===== src/rtl/stress_sched.sv =====
// stress_sched: round-robin scheduler muxing NCH stress generators onto one DUT line.
// Optional watchdog on meas_ack enabled by defining STRESS_SCHED_TIMEOUT_EN.
module stress_sched #(
  parameter int NCH       = 4,
  parameter int DWELL_W   = 16,
  parameter int RELAX_CYC = 8,
  parameter int TIMEOUT   = 255
) (
  input  logic                   clk,
  input  logic                   rst,
  input  logic                   start,
  input  logic                   stop,
  input  logic [NCH-1:0]         ch_mask,
  input  logic [DWELL_W-1:0]     dwell_len,
  input  logic [7:0]             num_slots,
  input  logic [NCH-1:0]         stress_in,
  input  logic                   meas_ack,
  output logic                   stress_o,
  output logic [$clog2(NCH)-1:0] ch_sel,
  output logic                   meas_req,
  output logic                   busy,
  output logic                   done,
  output logic [7:0]             slot_cnt,
  output logic                   cfg_err,
  output logic                   timeout_err
);

  localparam int CW = $clog2(NCH);
  localparam int RW = $clog2(RELAX_CYC) + 1;
  localparam logic [RW-1:0] RLAST = RW'(RELAX_CYC - 1);
  localparam logic [DWELL_W-1:0] D1 = DWELL_W'(1);

  typedef enum logic [2:0] {
    IDLE,
    SELECT,
    STRESS,
    RELAX,
    MEAS
  } state_t;

  state_t state, state_n;

  logic [NCH-1:0]     mask_q;
  logic [DWELL_W-1:0] dwell_q;
  logic [DWELL_W-1:0] dcnt;
  logic [7:0]         slots_q;
  logic [CW-1:0]      last_q;
  logic [CW-1:0]      pick;
  logic [CW-1:0]      idx;
  logic [CW-1:0]      ch_n;
  logic [RW-1:0]      rcnt;
  logic               accept;
  logic               ack_ok;
  logic               slot_end;
  logic               fin;
  logic               tmo;

  assign accept   = (state == IDLE) & start & ~stop & (|ch_mask);
  assign busy     = (state != IDLE);
  assign meas_req = (state == MEAS);
  assign ack_ok   = meas_ack | tmo;

`ifdef STRESS_SCHED_TIMEOUT_EN
  localparam int TW = $clog2(TIMEOUT) + 1;
  logic [TW-1:0] tcnt;

  assign tmo = (state == MEAS) & ~meas_ack
             & (tcnt == TW'(TIMEOUT - 1));

  // Watchdog counts consecutive MEAS cycles without an ack
  always_ff @(posedge clk) begin
    if (rst)
      tcnt <= '0;
    else if (state == MEAS && state_n == MEAS)
      tcnt <= tcnt + TW'(1);
    else
      tcnt <= '0;
  end

  // Sticky timeout flag, cleared by a new accepted schedule
  always_ff @(posedge clk) begin
    if (rst)
      timeout_err <= 1'b0;
    else if (accept)
      timeout_err <= 1'b0;
    else if (tmo && !stop)
      timeout_err <= 1'b1;
  end
`else
  assign tmo         = 1'b0;
  assign timeout_err = 1'b0;
`endif

  // Next enabled channel strictly after last_q, wrapping; descending scan
  // leaves the nearest candidate as the final assignment
  always_comb begin
    pick = last_q;
    idx  = last_q;
    for (int i = NCH; i >= 1; i--) begin
      idx = CW'((int'(last_q) + i) % NCH);
      if (mask_q[idx])
        pick = idx;
    end
  end

  // Next-state and slot-completion decode; stop overrides everything
  always_comb begin
    state_n  = state;
    ch_n     = ch_sel;
    fin      = 1'b0;
    slot_end = 1'b0;
    unique case (state)
      IDLE: begin
        if (accept)
          state_n = SELECT;
      end
      SELECT: begin
        ch_n    = pick;
        state_n = STRESS;
      end
      STRESS: begin
        if (dcnt == dwell_q - D1)
          state_n = RELAX;
      end
      RELAX: begin
        if (rcnt == RLAST)
          state_n = MEAS;
      end
      MEAS: begin
        if (ack_ok) begin
          slot_end = 1'b1;
          if (slots_q != 8'd0 && slot_cnt + 8'd1 == slots_q) begin
            fin     = 1'b1;
            state_n = IDLE;
          end else begin
            state_n = SELECT;
          end
        end
      end
      default: state_n = IDLE;
    endcase
    if (stop && state != IDLE) begin
      state_n  = IDLE;
      ch_n     = ch_sel;
      fin      = 1'b0;
      slot_end = 1'b0;
    end
  end

  // State register plus registered output pulses and stress line
  always_ff @(posedge clk) begin
    if (rst) begin
      state    <= IDLE;
      ch_sel   <= '0;
      stress_o <= 1'b0;
      done     <= 1'b0;
      cfg_err  <= 1'b0;
    end else begin
      state    <= state_n;
      ch_sel   <= ch_n;
      stress_o <= (state_n == STRESS) & stress_in[ch_n];
      done     <= fin;
      cfg_err  <= (state == IDLE) & start & ~stop & ~(|ch_mask);
    end
  end

  // Dwell and relax counters restart whenever their state is entered
  always_ff @(posedge clk) begin
    if (rst) begin
      dcnt <= '0;
      rcnt <= '0;
    end else begin
      if (state == STRESS && state_n == STRESS)
        dcnt <= dcnt + D1;
      else
        dcnt <= '0;
      if (state == RELAX && state_n == RELAX)
        rcnt <= rcnt + RW'(1);
      else
        rcnt <= '0;
    end
  end

  // Latched configuration, slot counter and round-robin pointer
  always_ff @(posedge clk) begin
    if (rst) begin
      mask_q   <= '0;
      dwell_q  <= D1;
      slots_q  <= 8'd0;
      slot_cnt <= 8'd0;
      last_q   <= CW'(NCH - 1);
    end else if (accept) begin
      mask_q   <= ch_mask;
      dwell_q  <= (dwell_len == '0) ? D1 : dwell_len;
      slots_q  <= num_slots;
      slot_cnt <= 8'd0;
    end else if (slot_end) begin
      slot_cnt <= slot_cnt + 8'd1;
      last_q   <= ch_sel;
    end
  end

endmodule


===== config.mk =====
export PLATFORM = sky130hd
export DESIGN_NAME = stress_sched
export DESIGN_NICKNAME = d
export VERILOG_FILES = /design/src/rtl/stress_sched.sv
export SDC_FILE = /design/constraint.sdc
export NUM_CORES = 1
export LEC_CHECK = 0
export BUFFER_PORTS_ARGS = -buffer_cell sky130_fd_sc_hd__buf_4
export CAP_MARGIN = 25
export CORE_MARGIN = 3
export CORE_UTILIZATION = 57
export DETAILED_ROUTE_END_ITERATION = 8
export PLACE_DENSITY = 0.85
export SETUP_SLACK_MARGIN = 0.2
export SYNTH_ARGS = -nofsm -noshare
export SYNTH_HDL_FRONTEND = slang
export SYNTH_SLANG_ARGS = --single-unit

===== constraint.sdc =====
create_clock -name clk -period 3.5 [get_ports clk]
set_input_delay 0.175 -clock clk [delete_from_list [all_inputs] [get_ports clk]]
set_output_delay 0.175 -clock clk [all_outputs]
set_load 0.02 [all_outputs]

==> Word level (Yosys, flattened, before mapping) <==
Cells that the tools add are included.
W data, S select, Z words.
{ "classes": {"n_addsub": 8, "n_lt_le_gt_ge": 5, "n_eq_ne": 9, "mux": 28, "bitwise": 12, "reduce_logical": 14} }
{ "op_table": {"columns": ["op", "n"], "rows": [
  ["$add A16 B1 Y16 const B", 1],
  ["$eq A16 B16 Y1", 1],
  ["$logic_not A16 Y1", 1],
  ["$mux W16", 1],
  ["$sub A16 B1 Y16 const B", 1],
  ["$lt A2 B3 Y1 const B", 5],
  ["$mux W3", 5],
  ["$pmux W3 S5", 1],
  ["$eq A3 B2 Y1 const B", 4],
  ["$mux W2", 6],
  ["$bmux W1 S2", 5],
  ["$mux W1", 10],
  ["$add A8 B1 Y8 const B", 1],
  ["$eq A8 B8 Y1", 1],
  ["$reduce_bool A8 Y1", 1],
  ["$reduce_or A4 Y1", 2],
  ["$not A1 Y1", 7],
  ["$reduce_or A2 Y1", 3],
  ["$and A1 B1 Y1", 5],
  ["$add A2 B1 Y2 const B", 2],
  ["$add A2 B2 Y2 const B", 2],
  ["$add A4 B1 Y4 const B", 1],
  ["$eq A4 B3 Y1 const B", 1],
  ["$logic_and A1 B1 Y1", 4],
  ["other kinds (5)", 5]
]} }
{ "totals": {"ff_bits": 66, "input_bits": 37, "output_inout_bits": 16} }

==> Logic depth before layout (Yosys ltp) <==
{ "depth": {"word_depth": 12, "mapped_depth": 9, "mapped_depth_nobuf": 8} }

==> Worst setup path before layout <==
OpenSTA, ideal clock, no wires.
{ "synth_path": {"path_type": "register to register", "from": "register dwell_q[2]", "to": "register dcnt[10]", "setup_time_ns": 0.134, "arrival_ns": 2.318, "required_ns": 3.366, "setup_slack_ns": 1.048, "stages_incl_launch_ff": 8, "period_less_slack_ns": 2.452, "cell_sequence": "dfxtp_1 buf_6 nor4_4 and4_1 or4b_4 a2111oi_4 buf_6 nor4_1"} }
{ "synth_between": {"elab_chain_len": 9} }
{ "synth_lines": {"columns": ["item", "line", "rtl"], "rows": [
  ["start: declaration", "44", "logic [DWELL_W-1:0] dwell_q;"],
  ["start signal: assignment", "194", "dwell_q <= (dwell_len == '0) ? D1 : dwell_len;"],
  ["$sub A16 B1 Y16", "122", "if (dcnt == dwell_q - D1)"],
  ["$eq A16 B16 Y1", "122", null],
  ["$mux W3", "122", null],
  ["$pmux W3 S5", "112", "unique case (state)"],
  ["$mux W3", "142", "if (stop && state != IDLE) begin"],
  ["$eq A3 B2 Y1", "173", "if (state == STRESS && state_n == STRESS)"],
  ["$logic_and A1 B1 Y1", "173", null],
  ["$not A1 Y1 (no source line)", null, null],
  ["$reduce_or A2 Y1 (no source line)", null, null],
  ["end signal: assignment", "174", "dcnt <= dcnt + D1;"],
  ["end: declaration", "45", "logic [DWELL_W-1:0] dcnt;"]
]} }
No other way between the ends.
A chain may end at the register's enable or synchronous reset.

==> Worst setup path after layout <==
{ "layout_path": {"from": "register dwell_q[2]", "to": "register dcnt[2]"} }
The elaborated chain is that of the path after synthesis.

==> results.yml <==
outcome:
  status: "finished clean"
setup_path:
  worstSetupPathType: "flop to flop"
  cpPeakStageDelay_ns: 0.89
  crit_cells: 5
  crit_path_top_delay_cell: "a2111oi_4"
  r2r_start: "dwell_q[2]"
  r2r_cells: 5
  worstPathCellList: "nor4_4 -> and4_1 -> or4b_4 -> a2111oi_4 -> nor4_1"
  worst_path_dominant_cell_family: "simple AND/OR/NAND/NOR gates"
  reg2reg_setup_slack_ns: 0.62
  required_ns: 3.69
  timing.rr.end: "dcnt[2]"
  path_buf_inv: 0
  cp-end-kind: "flop"
  crit_arrival_ns: 3.07
  cp_max_fo: 16
  worstSetupStartpointType: "flop"
timing:
  rsz0062_at_grt: "no"
  setup_ws_ns: 0.620
  timing.final.crit_period_ns: 2.88
  fin_crit_sh_pct: 82.3
  tightest_slew_ns: 0.935
  final_max_slew_viol_count: 0
  tns_ns: 0
  fmax_mhz: 347
  whs_ns: 0.0402
  hold_viol: 0
  maxSlewHeadroom_pct: 37.6
  finClkSkew_ns: 0.0128
  finalSetupViolCount: 0
detailed_routing:
  wirelength_mm: 8.46
  drt_iter0_drc: 204
  vias_per_cell: 6.05
  first_pass_iters: 4
  vias: 3146
  route.antenna.remaining_nets: 0
  drc: 0
  wire_per_inst_um: 16.3
power:
  p_per_area_nw_per_um2: 394
  power_mw: 1.63
  p_leak_nw: 1.59
  ir_worst_vdd_uv: 301
die:
  die_x_um: 84.5
  fp-row-count: 27
  ios: 53
  die_area_sq_um: 7130
  start_util_pct: 61.1
  die_y_um: 84.5
  coreArea_sq_um: 5740
yosys:
  postSynth.asyncResetShare_pct: 0
  synthFlopType: "dfxtp_1"
  synth_edf_count: 0
  synth.net_count: 436
  synth_cells: 395
  yosysSeqAreaShare_pct: 37.6
  synth_cell_types: 57
  ys_ff_latch: 66
  syn_avg_cell_area_sq_um: 8.89
  synthesis.area_sq_um: 3510
  yosys_warnings: 0
clocking:
  post_cts_resized: 0
  cts_max_level: 3
  post-cts-setup-buffers: 0
  clock_latency_ns: 0.35
  cts_sinks: 66
  numCtsBuffers: 9
  cts_tree: "yes"
  ctsLongestPathBuffers: 2
  cts_root_buffer: "clkbuf_8"
  path_clk_slew_ns: 0.07
  hold_buffers: 0
worst_hold_path:
  hp-start: "dwell_len[6]"
  min_path_type: "input pin to flop"
  hold_path_end: "dwell_q[6]"
  hold_depth: 3
cells_and_area:
  area_growth_syn_to_layout_pct: 17.4
  layout_common_cells: "dfxtp_1, buf_4, nor2_1"
  n_antenna_cell: 0
  nNetsFinal: 484
  layout_commonest_cell: "dfxtp_1"
  drive_gt1_share_pct: 18.3
  fillers: 432
run:
  maxCapViolCount: 0
grt:
  grt-ovfl-total: 0
  grt_pass1_vias: 3207
  antenna_found_initial: 0
  grt_pass1_wl_mm: 14.5
  grt_max_degree: 21
  grt_use_total_pct: 24.6
place:
  routabilityCongestion: 0.913
  pre_cts_ws_ns: 0.633
  dp_hpwl_mm: 6.18
  portBuffers: 51
-- sequential cells by signal, indices dropped and copies added (netlist names) --
name / count
mask_q: 4
cfg_err: 1
last_q: 2
ch_sel: 2
slot_cnt: 8
dwell_q: 16
rcnt: 4
stress_o: 1
state: 3
slots_q: 8
done: 1
dcnt: 16
-- cells in the mapped netlist, types with 10 or more instances --
master	count	area, sq um
nand4_1	11	68.8
xor2_1	25	219
nand2_1	21	78.8
dfxtp_1	66	1320
nor2_1	46	173
mux2i_1	12	120
xnor2_1	20	175
nand3_1	16	80.1
clkbuf_1	11	41.3
inv_1	10	37.5
a21oi_1	12	60.1
a22o_1	13	114
nor4_1	24	150
-- through the flow --
step,cell area (sq um),instances,utilization (%)
after floorplan,3510,395,-
after global placement,3930,504,68.4
after detailed placement,3930,504,68.4
after CTS,4120,520,71.8
after global routing,4120,520,71.8
final,4120,520,71.8
-- where the power goes --
part           total [mW]  internal, mW  switching, mW
Clock               0.636         0.327          0.309
Sequential          0.795         0.770         0.0252
Combinational       0.195        0.0934          0.101
-- area by class of cell --
class	count	area (sq um)	area share, %
Clock inverter	7	70.1	1.70
Timing Repair Buffer	54	405	9.84
Tap cell	72	90.1	2.19
Clock buffer	9	124	3.01
Sequential cell	66	1320	32.1
Inverter	10	37.5	0.911
Multi-Input combinational cell	302	2070	50.3
-- kinds of logic after synthesis --
| logic type | synth area share [%] |
|---|---|
| other | 0.107 |
| AOI/OAI and AO/OA | 15.3 |
| and+or+nand+nor | 26.7 |
| DFF | 37.6 |
| adders and majority gates | 1.43 |
| xor gates and xnor gates | 11.2 |
| buffers and inverters | 3.53 |
| muxes | 4.06 |
-- worst max path at each step --
stage	endpoint	slack (ns)	start
floorplan	dcnt[10]	1.05	dwell_q[2]
global placement	dcnt[11]	0.75	dwell_q[2]
detailed placement	dcnt[4]	0.63	dwell_q[2]
CTS	dcnt[2]	0.62	dwell_q[2]
global route	dcnt[9]	0.45	dwell_q[2]
finish	dcnt[2]	0.62	dwell_q[2]
-- layer usage --
metal | up-vias | GRT usage, % | wire [um]
li1 | 1553 | - | -
met1 | 1454 | 30.5 | 3730
met2 | 121 | 40.9 | 4020
met3 | 18 | 6.87 | 534
met4 | 0 | 9.21 | 170
met5 | - | 0 | 0
-- tightest hold or removal path: stages --
cell	delay [ns]
buf_4	0.08
nand2_1	0.04
o21ai_0	0.06
Note: power is estimated with default switching activity, not from simulation.
